$ cat config.mk
export PLATFORM = sky130hd
export DESIGN_NAME = tilt_move_pulser
export DESIGN_NICKNAME = d
export VERILOG_FILES = /design/src/rtl/tilt_move_pulser.sv
export SDC_FILE = /design/constraint.sdc
export NUM_CORES = 1
export LEC_CHECK = 0
export BUFFER_PORTS_ARGS = -buffer_cell sky130_fd_sc_hd__buf_2
export CAP_MARGIN = 20
export CORE_ASPECT_RATIO = 2
export CORE_MARGIN = 2
export CORE_UTILIZATION = 50
export CTS_CLUSTER_SIZE = 28
export DETAILED_ROUTE_END_ITERATION = 8
export GPL_ROUTABILITY_DRIVEN = 0
export PLACE_DENSITY = 0.67
export SKIP_LAST_GASP = 1
export SLEW_MARGIN = 20
export SYNTH_ARGS = -nofsm -noshare
export SYNTH_HDL_FRONTEND = slang
export SYNTH_SLANG_ARGS = --single-unit
$ cat constraint.sdc
create_clock -name clk -period 8.35 [get_ports clk]
set_clock_uncertainty 0.05 [all_clocks]
set_input_delay 1.2525 -clock clk [delete_from_list [all_inputs] [get_ports clk]]
set_output_delay 1.2525 -clock clk [all_outputs]
set_load 0.005 [all_outputs]
$ cat src/rtl/tilt_move_pulser.sv
// Turns debounced buttons and signed accelerometer tilt into one-cycle movement
// pulses {right,left,down,up}. A larger tilt gives a faster pulse rate.
module tilt_move_pulser #(
  parameter int CLK_HZ      = 100000000,
  parameter int BTN_RATE_HZ = 90,
  parameter int MAX_RATE_HZ = 120,
  parameter int ACC_W       = 9,
  parameter int DEADZONE    = 16,
  parameter int LVL_SHIFT   = 5,
  parameter int NUM_LEVELS  = 4,
  localparam int LW = $clog2(NUM_LEVELS + 1)
) (
  input  logic             clk,
  input  logic             reset,
  input  logic             enable,
  input  logic [1:0]       mode,
  input  logic [3:0]       btn_dir,
  input  logic [ACC_W-1:0] accel_x,
  input  logic [ACC_W-1:0] accel_y,
  input  logic             accel_valid,
  output logic [3:0]       move_pulses,
  output logic [LW-1:0]    level_x,
  output logic [LW-1:0]    level_y,
  output logic             active
);

  localparam int BTN_PERIOD  = CLK_HZ / BTN_RATE_HZ;
  localparam int BASE_PERIOD = CLK_HZ / MAX_RATE_HZ;
  localparam int AX_MAX      = BASE_PERIOD << (NUM_LEVELS - 1);
  localparam int AXW         = (AX_MAX > 1) ? $clog2(AX_MAX) : 1;
  localparam int BTW         = (BTN_PERIOD > 1) ? $clog2(BTN_PERIOD) : 1;
  localparam logic [ACC_W:0] DZ_W     = (ACC_W + 1)'(DEADZONE);
  localparam logic [ACC_W:0] TOP_STEP = (ACC_W + 1)'(NUM_LEVELS - 1);
  localparam logic [BTW-1:0] BTN_LAST = BTW'(BTN_PERIOD - 1);

  // Magnitude is one bit wider so the most negative sample maps to 2^(ACC_W-1).
  function automatic logic [LW-1:0] tilt_level(input logic signed [ACC_W-1:0] s);
    logic [ACC_W:0] mag;
    logic [ACC_W:0] steps;
    mag = s[ACC_W-1] ? ({1'b0, ~s} + (ACC_W + 1)'(1)) : {1'b0, s};
    if (mag <= DZ_W) return '0;
    steps = (mag - DZ_W) >> LVL_SHIFT;
    if (steps >= TOP_STEP) return LW'(NUM_LEVELS);
    return LW'(steps) + LW'(1);
  endfunction

  function automatic logic [AXW-1:0] period_m1(input logic [LW-1:0] lvl);
    int sh;
    sh = NUM_LEVELS - int'(lvl);
    if (sh < 0) sh = 0;
    return AXW'((BASE_PERIOD << sh) - 1);
  endfunction

  logic signed [ACC_W-1:0] smp_q [2];
  logic signed [ACC_W-1:0] smp_d [2];
  logic [LW-1:0]           lvl_q [2];
  logic [LW-1:0]           lvl_d [2];
  logic [AXW-1:0]          cnt_q [2];
  logic [AXW-1:0]          cnt_d [2];
  logic [1:0]              neg_q, neg_d;
  logic [1:0]              restart, tc;
  logic [BTW-1:0]          btn_cnt_q, btn_cnt_d;
  logic [3:0]              mp_q, mp_d;
  logic                    act_q, act_d;
  logic                    hold_axis, btn_tick;
  logic [3:0]              btn_eff, btn_p, ax_p, merged;

  always_comb begin
    smp_d = smp_q;
    if (accel_valid) begin
      smp_d[0] = $signed(accel_x);
      smp_d[1] = $signed(accel_y);
    end
    hold_axis = !enable || (mode == 2'b11 && |btn_dir);
    neg_d     = '0;
    restart   = '0;
    tc        = '0;
    for (int i = 0; i < 2; i++) begin
      lvl_d[i]   = tilt_level(smp_q[i]);
      neg_d[i]   = smp_q[i][ACC_W-1];
      restart[i] = (lvl_d[i] != lvl_q[i]) || (neg_d[i] != neg_q[i]);
      // A level or sign change cancels the pending terminal count.
      tc[i] = (lvl_q[i] != '0) && !restart[i] && (cnt_q[i] == period_m1(lvl_q[i]));
      if (hold_axis || lvl_q[i] == '0 || restart[i] || tc[i]) cnt_d[i] = '0;
      else                                                   cnt_d[i] = cnt_q[i] + AXW'(1);
    end
  end

  always_comb begin
    btn_tick  = enable && (btn_cnt_q == BTN_LAST);
    btn_cnt_d = (!enable || btn_tick) ? '0 : btn_cnt_q + BTW'(1);
    btn_eff   = btn_dir;
    if (btn_dir[3] && btn_dir[2]) btn_eff[3:2] = 2'b00;
    if (btn_dir[1] && btn_dir[0]) btn_eff[1:0] = 2'b00;
    btn_p = btn_tick ? btn_eff : 4'b0000;
    ax_p  = {tc[0] && !neg_q[0], tc[0] && neg_q[0], tc[1] && !neg_q[1], tc[1] && neg_q[1]};
    case (mode)
      2'b00:   merged = btn_p;
      2'b01:   merged = ax_p;
      2'b10:   merged = btn_p | ax_p;
      default: merged = (|btn_dir) ? btn_p : ax_p;
    endcase
    mp_d  = enable ? merged : 4'b0000;
    act_d = (|btn_dir) || (lvl_q[0] != '0) || (lvl_q[1] != '0);
  end

  always_ff @(posedge clk) begin
    if (!reset) begin
      for (int i = 0; i < 2; i++) begin
        smp_q[i] <= '0;
        lvl_q[i] <= '0;
        cnt_q[i] <= '0;
      end
      neg_q     <= '0;
      btn_cnt_q <= '0;
      mp_q      <= '0;
      act_q     <= 1'b0;
    end else begin
      for (int i = 0; i < 2; i++) begin
        smp_q[i] <= smp_d[i];
        lvl_q[i] <= lvl_d[i];
        cnt_q[i] <= cnt_d[i];
      end
      neg_q     <= neg_d;
      btn_cnt_q <= btn_cnt_d;
      mp_q      <= mp_d;
      act_q     <= act_d;
    end
  end

  assign move_pulses = mp_q;
  assign level_x     = lvl_q[0];
  assign level_y     = lvl_q[1];
  assign active      = act_q;

endmodule

==> out/qor.yml, run 1 <==
grt_max_degree: 30
cts_max_level: 3
tightestPinTransition_ps: 955.4
hpwl_um: 12510
cts.clk_slew.worst_paths_ps: 70
drc: 0
drv_cap: 0
ir_worst_vdd_mv: 0.09635
worst-endpoint-required_ps: 8500
cp_data_arrival_time_ps: 5230
cts_tree: "done"
synthArstFlopShare_pct: 0
synth_edf_count: 0
setup_viol: 0
diodes: 0
cp-end-kind: "register"
path_class: "reg2reg"
grt_util_all_layers_pct: 22.74
path_max_fanout: 29
critPathLaunchType: "register"
vias: 5936
synth_area_leaders: "dfxtp_1 29%, xor2_1 6.8%, xnor2_1 6.0%, nor2_1 5.5%, ha_1 4.6%"
cts_made_buffers: 9
ioPinCount: 39
cp_top_family: "simple AND/OR/NAND/NOR gates"
synthCells: 838
dieArea_um2: 14720
tns_ps: 0
port_buffers: 38
worst_slack_ps: 3262
fmax_ghz: 0.1965
cts_sinks: 98
final_common_cell: "nor2_1"
power_density_nw_per_um2: 172.9
detail_route.first_pass.iterations: 4
drt_wl_total_um: 16180
drive_above_1_share_pct: 13.02
rsz0062_at_grt: "false"
die_x_um: 86.81
fin_cells: 992
insertion_delay_ps: 350
min_period_ps: 5088
drv_slew: 0
start_util_pct: 51.02
cp_slowest_cell: "ha_1"
ys_ff_latch: 98
leakagePower_nw: 2.607
dp.cells: 976
hp-class: "reg2reg"
cpMostUsedCell: "ha_1"
initialDrtViolationCount: 261
ctsResizeCount: 0
maxSlewHeadroom_pct: 36.12
crit_buf_inv: 2
syn_nets: 891
clock_path_buffers: 2
overflow: 0
grt_pass1_wl_um: 27370
yosys.area.top_type: "dfxtp_1"
seq_area_frac_synth_pct: 28.61
wire_per_inst_um: 16.31
syn2layout_area_growth_pct: 5.037
synth_top_area_share_pct: 28.61
root_buffer: "clkbuf_16"
grt_antenna_before_repair: 0
vias_per_cell: 5.984
synth.distinct_cells: 95
final_nets: 885
crit_chain: "inv_1, ha_1, ha_1, inv_1, nand2_1, nand2_1, ha_1, xor2_1, a21oi_1, o2111ai_1, or3_1, nor4_1, o2111ai_1, or3b_2, nor3_1"
hold_buffers: 0
grt_pass1_vias: 5898
final_cell_mix: "101 x nor2_1, 98 x dfxtp_1, 56 x nand2_1, 53 x xor2_1, 47 x xnor2_1"
post-route-period-util_pct: 60.94
final-hold-violation-count: 0
cts_setup_buffers: 0
preCtsSetupSlack_ps: 3003
core_um2: 13440
postSynthAreaPerCell_um2: 8.182
ys.flop_type: "dfxtp_1"
status: "completed"
die_h_um: 169.6
row_count: 60
cpPeakStageDelay_ps: 780
ys.warnings.count: 0
syn-cell-area_um2: 6857
postRouteAntennaNets: 0
## per-layer routing
metal	GRT usage [%]	vias to the layer above	routed length, um
li1	-	2947	-
met1	24.23	2825	6312
met2	41.82	115	8683
met3	2.821	49	407
met4	12.43	0	781
met5	0	-	0
## kinds of logic after synthesis
logic type,Yosys count,synth area share (%)
buffers and inverters,88,6.515
DFF,98,28.61
and+or+nand+nor,358,28.70
adders and majority gates,25,4.562
xor gates and xnor gates,100,12.77
AOI/OAI and AO/OA,140,14.56
muxes,29,4.270
## report_power, final
group / total (mW) / switching (mW) / internal, mW
clock network: 0.399 / 0.192 / 0.207
registers: 0.502 / 0.0255 / 0.477
logic: 0.345 / 0.209 / 0.136
## final timing paths
check,startpoint,end,slack [ps],cells past startpoint
worst min-delay path,neg_q[1]$_SDFF_PN0_,move_pulses[0]$_SDFF_PN0_,440,2
worst min register to register,neg_q[1]$_SDFF_PN0_,move_pulses[0]$_SDFF_PN0_,440,2
worst max register to register,lvl_q[0][3]$_SDFF_PN0_,cnt_q[0][25]$_SDFF_PP0_,3260,15
worst max-delay path,lvl_q[0][3]$_SDFF_PN0_,cnt_q[0][25]$_SDFF_PP0_,3260,15
## Yosys cell counts, drive strengths merged, types with 25 or more instances
cell    instances
a21oi          27
nor3           43
dfxtp          98
xor2           53
nand3          38
nor2          101
clkbuf         37
mux2i          27
xnor2          47
o21ai          35
inv            33
ha             25
nand2          56
## per-stage QoR
stage / area, um2 / power [mW] / hold WS, ps / utilization, %
6_report: 7202 / 1.246 / 439.0 / 53.59
3_5_place_dp: 6918 / 0.8528 / 423.8 / 51.48
3_3_place_gp: 6918 / 0.8442 / 408.4 / 51.48
4_1_cts: 7202 / 1.252 / 442.3 / 53.59
5_1_grt: 7202 / 1.314 / 463.1 / 53.59
2_1_floorplan: 6857 / 0.7907 / 383.9 / -
## layout make-up
cell class                      count  area, um2
Sequential cell                    98       1962
Fill cell                        1303       6236
Multi-Input combinational cell    652       4448
Clock buffer                        9      225.2
Timing Repair Buffer               38      190.2
Inverter                           33      123.9
Tap cell                          155      193.9
Clock inverter                      7      58.81
## sequential cells by signal, summed over array words and instances, names as in the netlist
signal and flops:
active 1, btn_cnt_q 21, cnt_q 46, lvl_q 6, move_pulses 4, neg_d 2, neg_q 2, smp_q 16
## worst reg2reg max path, delay by kind of cell (launching register included)
kind,cells,cell delay (ps)
xor gates and xnor gates,1,180
DFF,1,620
AOI/OAI and AO/OA,3,510
and+or+nand+nor,6,1850
buffers and inverters,2,450
adders and majority gates,3,1290
(Power assumes the default switching activity.)
==> run 2, diff against run 1 <==
==> constraint.sdc (replaced) <==
create_clock -name clk -period 5 [get_ports clk]
set_clock_uncertainty 0.05 [all_clocks]
set_input_delay 0.75 -clock clk [delete_from_list [all_inputs] [get_ports clk]]
set_output_delay 0.75 -clock clk [all_outputs]
set_load 0.005 [all_outputs]
==> out/qor.yml, run 2 (synthesis results as in run 1) <==
status: "completed"  # unchanged
drt_wl_total_um: 16450  # was 16180 um
final-hold-violation-count: 0  # unchanged
worst_slack_ps: 253.9  # was 3262 ps
row_count: 60  # unchanged
largest_registers: "cnt_q x46, btn_cnt_q x21, smp_q x16"  # unchanged
wire_per_inst_um: 16.45  # was 16.31 um
root_buffer: "clkbuf_16"  # unchanged
hp-class: "reg2reg"  # unchanged
fmax_ghz: 0.2107  # was 0.1965 GHz
n_fill_cell: 1291  # was 1303
overflow: 0  # unchanged
final_common_cell: "nor2_1"  # unchanged
drv_cap: 0  # unchanged
vias_per_cell: 6.043  # was 5.984
cts_max_level: 3  # unchanged
regArea_um2: 1962  # unchanged
path_max_fanout: 23  # was 29
min_period_ps: 4746  # was 5088 ps
reg2reg_slack_ps: 250  # was 3260 ps
hold_path.startpoint: "cnt_q[0][0]$_SDFF_PP0_"  # was neg_q[1]$_SDFF_PN0_
reg2reg_depth: 15  # unchanged
r2r_end: "cnt_q[0][25]$_SDFF_PP0_"  # unchanged
initialDrtViolationCount: 310  # was 261
worstReg2RegStart: "lvl_q[0][5]$_SDFF_PN0_"  # was lvl_q[0][3]$_SDFF_PN0_
rsz0062_at_grt: "false"  # unchanged
grt_util_all_layers_pct: 22.92  # was 22.74%
tightestPinTransition_ps: 960.0  # was 955.4 ps
cts_sinks: 98  # unchanged
drc: 0  # unchanged
cts.clk_slew.worst_paths_ps: 70  # about the same
hold_path_end: "cnt_q[0][0]$_SDFF_PP0_"  # was move_pulses[0]$_SDFF_PN0_
critPathLaunchType: "register"  # unchanged
cp_data_arrival_time_ps: 4890  # was 5230 ps
vias: 6043  # was 5936
core_um2: 13440  # unchanged
ctsResizeCount: 0  # unchanged
p_total_mw: 2.120  # was 1.246 mW
grt_pass1_wl_um: 27790  # was 27370 um
cts_tree: "done"  # unchanged
grt_max_degree: 29  # was 30
largest_reg_flops: 46  # unchanged
hold_depth: 1  # was 2
port_buffers: 38  # unchanged
preCtsSetupSlack_ps: 402.0  # was 3003 ps
postRouteAntennaNets: 0  # unchanged
drive_above_1_share_pct: 13.73  # was 13.02%
detail_route.first_pass.iterations: 5  # was 4
multi_input_area_um2: 4448  # unchanged
grt_pass1_vias: 6015  # was 5898
post-route-period-util_pct: 94.92  # was 60.94%
maxSlewHeadroom_pct: 35.81  # was 36.12%
final_cell_mix: "101 x nor2_1, 98 x dfxtp_1, 56 x nand2_1, 53 x xor2_1, 47 x xnor2_1"  # unchanged
ir_worst_vdd_mv: 0.1830  # was 0.09635 mV
cts_made_buffers: 9  # unchanged
power_density_nw_per_um2: 291.0  # was 172.9 nW/um2
hpwl_um: 12510  # about the same
insertion_delay_ps: 350  # about the same
die_h_um: 169.6  # unchanged
hold_buffers: 0  # unchanged
grt_antenna_before_repair: 0  # unchanged
die_x_um: 86.81  # unchanged
leakagePower_nw: 2.660  # was 2.607 nW
diodes: 0  # unchanged
drv_slew: 0  # unchanged
ioPinCount: 39  # unchanged
path_class: "reg2reg"  # unchanged
tns_ps: 0  # unchanged
dieArea_um2: 14720  # unchanged
start_util_pct: 51.02  # unchanged
cp-end-kind: "register"  # unchanged
top_register: "cnt_q"  # unchanged
final_nets: 893  # was 885
final_util_pct: 54.21  # was 53.59%
worst-endpoint-required_ps: 5150  # was 8500 ps
clock_path_buffers: 2  # unchanged
setup_viol: 0  # unchanged
cts_setup_buffers: 0  # unchanged
syn2layout_area_growth_pct: 6.241  # was 5.037%
-- run 2: stage by stage --
| stage | cell area, um2 | std cells | hold WS [ps] |
|---|---|---|---|
| floorplan | 6857 | 838 | 383.9 |
| detailed placement | 6978 | 984 | 411.6 |
| global route | 7284 | 1000 | 490.3 |
| global placement | 6978 | 984 | 401.7 |
| finish | 7284 | 1000 | 434.1 |
| CTS | 7284 | 1000 | 434.1 |
-- run 2: critical path, cell delays in order, from the launching register on --
cell	delay, ps
dfxtp_1	650
inv_1	220
ha_1	360
inv_1	200
nand2_1	270
nand2_1	150
ha_1	270
xor2_1	140
a21oi_1	210
o2111ai_1	150
or3_1	400
nor4_1	490
o2111ai_1	340
or3b_1	250
buf_4	330
nor3_1	110
-- run 2: worst max-delay path by stage --
stage,cells past startpoint,end,slack [ps],from
finish,15,cnt_q[0][25]$_SDFF_PP0_,250,lvl_q[0][5]$_SDFF_PN0_
global route,15,cnt_q[0][25]$_SDFF_PP0_,40,lvl_q[0][5]$_SDFF_PN0_
CTS,15,cnt_q[0][25]$_SDFF_PP0_,390,lvl_q[0][5]$_SDFF_PN0_
detailed placement,15,cnt_q[0][25]$_SDFF_PP0_,400,lvl_q[0][5]$_SDFF_PN0_
global placement,15,cnt_q[0][45]$_SDFF_PP0_,490,lvl_q[0][5]$_SDFF_PN0_
floorplan,20,cnt_q[0][14]$_SDFF_PP0_,820,lvl_q[0][0]$_SDFF_PN0_
-- run 2: final cells by class --
type / count / area share, %
Multi-Input combinational cell: 652 / 61.06
Sequential cell: 98 / 26.93
Timing Repair Buffer: 46 / 3.435
Clock buffer: 9 / 3.092
Tap cell: 155 / 2.662
Inverter: 33 / 1.700
Clock inverter: 7 / 1.116
-- run 2: layer usage --
layer / GRT usage (%) / share of wire (%) / routed length (um) / up-vias
li1: - / - / - / 2968
met1: 24.46 / 39 / 6413 / 2883
met2: 42.38 / 53 / 8746 / 145
met3: 2.821 / 3.3 / 535 / 47
met4: 11.96 / 4.6 / 750 / 0
met5: 0 / 0 / 0 / -
-- run 2: power breakdown --
part | leakage [nW] | switching (mW) | internal, mW
clock network | 0.150 | 0.336 | 0.357
registers | 0.794 | 0.0288 | 0.796
logic | 1.72 | 0.369 | 0.233
total | 2.66 | 0.734 | 1.39
==> run 3, diff against run 2 <==
--- a/config.mk
+++ b/config.mk
@@ -9,11 +9,11 @@
 export CAP_MARGIN = 20
 export CORE_ASPECT_RATIO = 2
 export CORE_MARGIN = 2
-export CORE_UTILIZATION = 50
+export CORE_UTILIZATION = 35
 export CTS_CLUSTER_SIZE = 28
 export DETAILED_ROUTE_END_ITERATION = 8
 export GPL_ROUTABILITY_DRIVEN = 0
-export PLACE_DENSITY = 0.67
+export PLACE_DENSITY = 0.51
 export SKIP_LAST_GASP = 1
 export SLEW_MARGIN = 20
 export SYNTH_ARGS = -nofsm -noshare
==> out/qor.yml, run 3 (synthesis results as in run 1) <==
initialDrtViolationCount: 216  # was 310
cts_made_buffers: 9  # unchanged
cts.clk_slew.worst_paths_ps: 70  # about the same
tns_ps: 0  # unchanged
syn2layout_area_growth_pct: 8.376  # was 6.241%
ioPinCount: 39  # unchanged
dp.cells: 1091  # was 984
min_period_ps: 4311  # was 4746 ps
vias_per_cell: 5.313  # was 6.043
cp-end-kind: "register"  # unchanged
drc: 0  # unchanged
die_x_um: 103.0  # was 86.81 um
post-route-period-util_pct: 86.23  # was 94.92%
overflow: 0  # unchanged
vias: 5882  # was 6043
die_h_um: 201.9  # was 169.6 um
cp_top_family: "compound AO/OA/AOI/OAI gates"  # was simple AND/OR/NAND/NOR gates
drv_slew: 0  # unchanged
crit_path_end: "move_pulses[1]$_SDFF_PN0_"  # was cnt_q[0][25]$_SDFF_PP0_
top_register: "cnt_q"  # unchanged
worstReg2RegStart: "smp_q[1]$_SDFFE_PN0P_"  # was lvl_q[0][5]$_SDFF_PN0_
cts_tree: "done"  # unchanged
insertion_delay_ps: 350  # about the same
row_count: 72  # was 60
setup_viol: 0  # unchanged
hold_depth: 1  # unchanged
ctsResizeCount: 0  # unchanged
port_buffers: 38  # unchanged
reg2reg_depth: 16  # was 15
power_density_nw_per_um2: 287.3  # was 291.0 nW/um2
final-hold-violation-count: 0  # unchanged
wire_per_inst_um: 16.68  # was 16.45 um
worst-endpoint-required_ps: 5180  # was 5150 ps
grt_pass1_wl_um: 30200  # was 27790 um
grt_util_all_layers_pct: 18.65  # was 22.92%
ir_worst_vdd_mv: 0.1500  # was 0.1830 mV
crit_buf_inv: 2  # was 3
cts_sinks: 98  # unchanged
hpwl_um: 14370  # was 12510 um
cp.depth: 16  # was 15
cts_max_level: 3  # unchanged
grt_max_degree: 29  # unchanged
n_fill_cell: 2109  # was 1291
start_util_pct: 35.57  # was 51.02%
r2r_end: "move_pulses[1]$_SDFF_PN0_"  # was cnt_q[0][25]$_SDFF_PP0_
reg2reg_slack_ps: 690  # was 250 ps
maxSlewHeadroom_pct: 31.75  # was 35.81%
fin_cells: 1107  # was 1000
leakagePower_nw: 2.668  # was 2.660 nW
final_common_cell: "nor2_1"  # unchanged
final_cell_mix: "101 x nor2_1, 98 x dfxtp_1, 56 x nand2_1, 53 x xor2_1, 47 x xnor2_1"  # unchanged
postRouteAntennaNets: 0  # unchanged
clock_path_buffers: 2  # unchanged
crit_chain: "inv_1, ha_1, nor3b_1, or3_2, and2_1, ha_1, xor2_1, xnor2_1, ha_1, a221oi_1, nand4_1, a22oi_1, mux2i_1, o311a_2, buf_4, o41ai_1"  # was inv_1, ha_1, inv_1, nand2_1, nand2_1, ha_1, xor2_1, a21oi_1, o2111ai_1, or3_1, nor4_1, o2111ai_1, or3b_1, buf_4, nor3_1
regArea_um2: 1962  # unchanged
tightestPinTransition_ps: 1021  # was 960.0 ps
fmax_ghz: 0.2319  # was 0.2107 GHz
root_buffer: "clkbuf_16"  # unchanged
critPathLaunchType: "register"  # unchanged
multi_input_area_um2: 4448  # unchanged
whs_ps: 433.8  # was 434.1 ps
diodes: 0  # unchanged
core_um2: 19280  # was 13440 um2
crit_start: "smp_q[1]$_SDFFE_PN0P_"  # was lvl_q[0][5]$_SDFF_PN0_
cpMostUsedCell: "ha_1"
drv_cap: 0  # unchanged
path_class: "reg2reg"  # unchanged
largest_registers: "cnt_q x46, btn_cnt_q x21, smp_q x16"  # unchanged
grt_pass1_vias: 5856  # was 6015
drt_wl_total_um: 18460  # was 16450 um
cpPeakStageDelay_ps: 480  # was 650 ps
final_nets: 896  # was 893
detail_route.first_pass.iterations: 5  # unchanged
grt_antenna_before_repair: 0  # unchanged
largest_reg_flops: 46  # unchanged
hold_buffers: 0  # unchanged
final_util_pct: 38.54  # was 54.21%
path_max_fanout: 25  # was 23
cp_slowest_cell: "o41ai_1"  # was dfxtp_1
dieArea_um2: 20790  # was 14720 um2
rsz0062_at_grt: "false"  # unchanged
drive_above_1_share_pct: 14.03  # was 13.73%
status: "completed"  # unchanged
cts_setup_buffers: 0  # unchanged
hp-class: "reg2reg"  # unchanged
cp_data_arrival_time_ps: 4490  # was 4890 ps
## run 3: stage by stage
stage | power (mW) | setup WS, ps | instance area (um2)
final | 2.135 | 688.6 | 7431
after global routing | 2.275 | 240.5 | 7431
after CTS | 2.163 | 635.2 | 7431
after detailed placement | 1.471 | 660.6 | 7143
after global placement | 1.475 | 644.3 | 7143
after floorplan | 1.320 | 818.0 | 6857
## run 3: worst min-delay path by stage
stage | slack, ps | endpoint | from
6_report | 430 | btn_cnt_q[0]$_SDFF_PP0_ | btn_cnt_q[0]$_SDFF_PP0_
5_1_grt | 460 | cnt_q[0][0]$_SDFF_PP0_ | cnt_q[0][0]$_SDFF_PP0_
4_1_cts | 440 | btn_cnt_q[0]$_SDFF_PP0_ | btn_cnt_q[0]$_SDFF_PP0_
3_5_place_dp | 420 | btn_cnt_q[0]$_SDFF_PP0_ | btn_cnt_q[0]$_SDFF_PP0_
3_3_place_gp | 420 | btn_cnt_q[0]$_SDFF_PP0_ | btn_cnt_q[0]$_SDFF_PP0_
2_1_floorplan | 380 | cnt_q[0][0]$_SDFF_PP0_ | cnt_q[0][0]$_SDFF_PP0_
## run 3: routing by layer
layer	global-route usage [%]	routed length [um]
met1	18.93	6907
met2	34.76	10190
met3	3.112	445
met4	9.915	920
met5	0	0
## run 3: report_power, final
part,switching (mW),internal (mW)
registers,0.0225,0.796
clock network,0.323,0.357
logic,0.394,0.243
## run 3: cell type report
type | count | share of cell area, %
multi-input combinational | 652 | 59.86
clock inverter | 6 | 0.6567
sequential | 98 | 26.40
timing repair buffer | 49 | 3.839
tap | 259 | 4.361
inverter | 33 | 1.667
clock buffer | 10 | 3.216
## run 3: worst reg2reg max path, delay by kind of cell (launching register included)
family / cells / cell delay, ps
muxes: 1 / 150
buffers and inverters: 2 / 310
AOI/OAI and AO/OA: 4 / 1230
xor gates and xnor gates: 2 / 350
and+or+nand+nor: 4 / 950
DFF: 1 / 410
adders and majority gates: 3 / 750
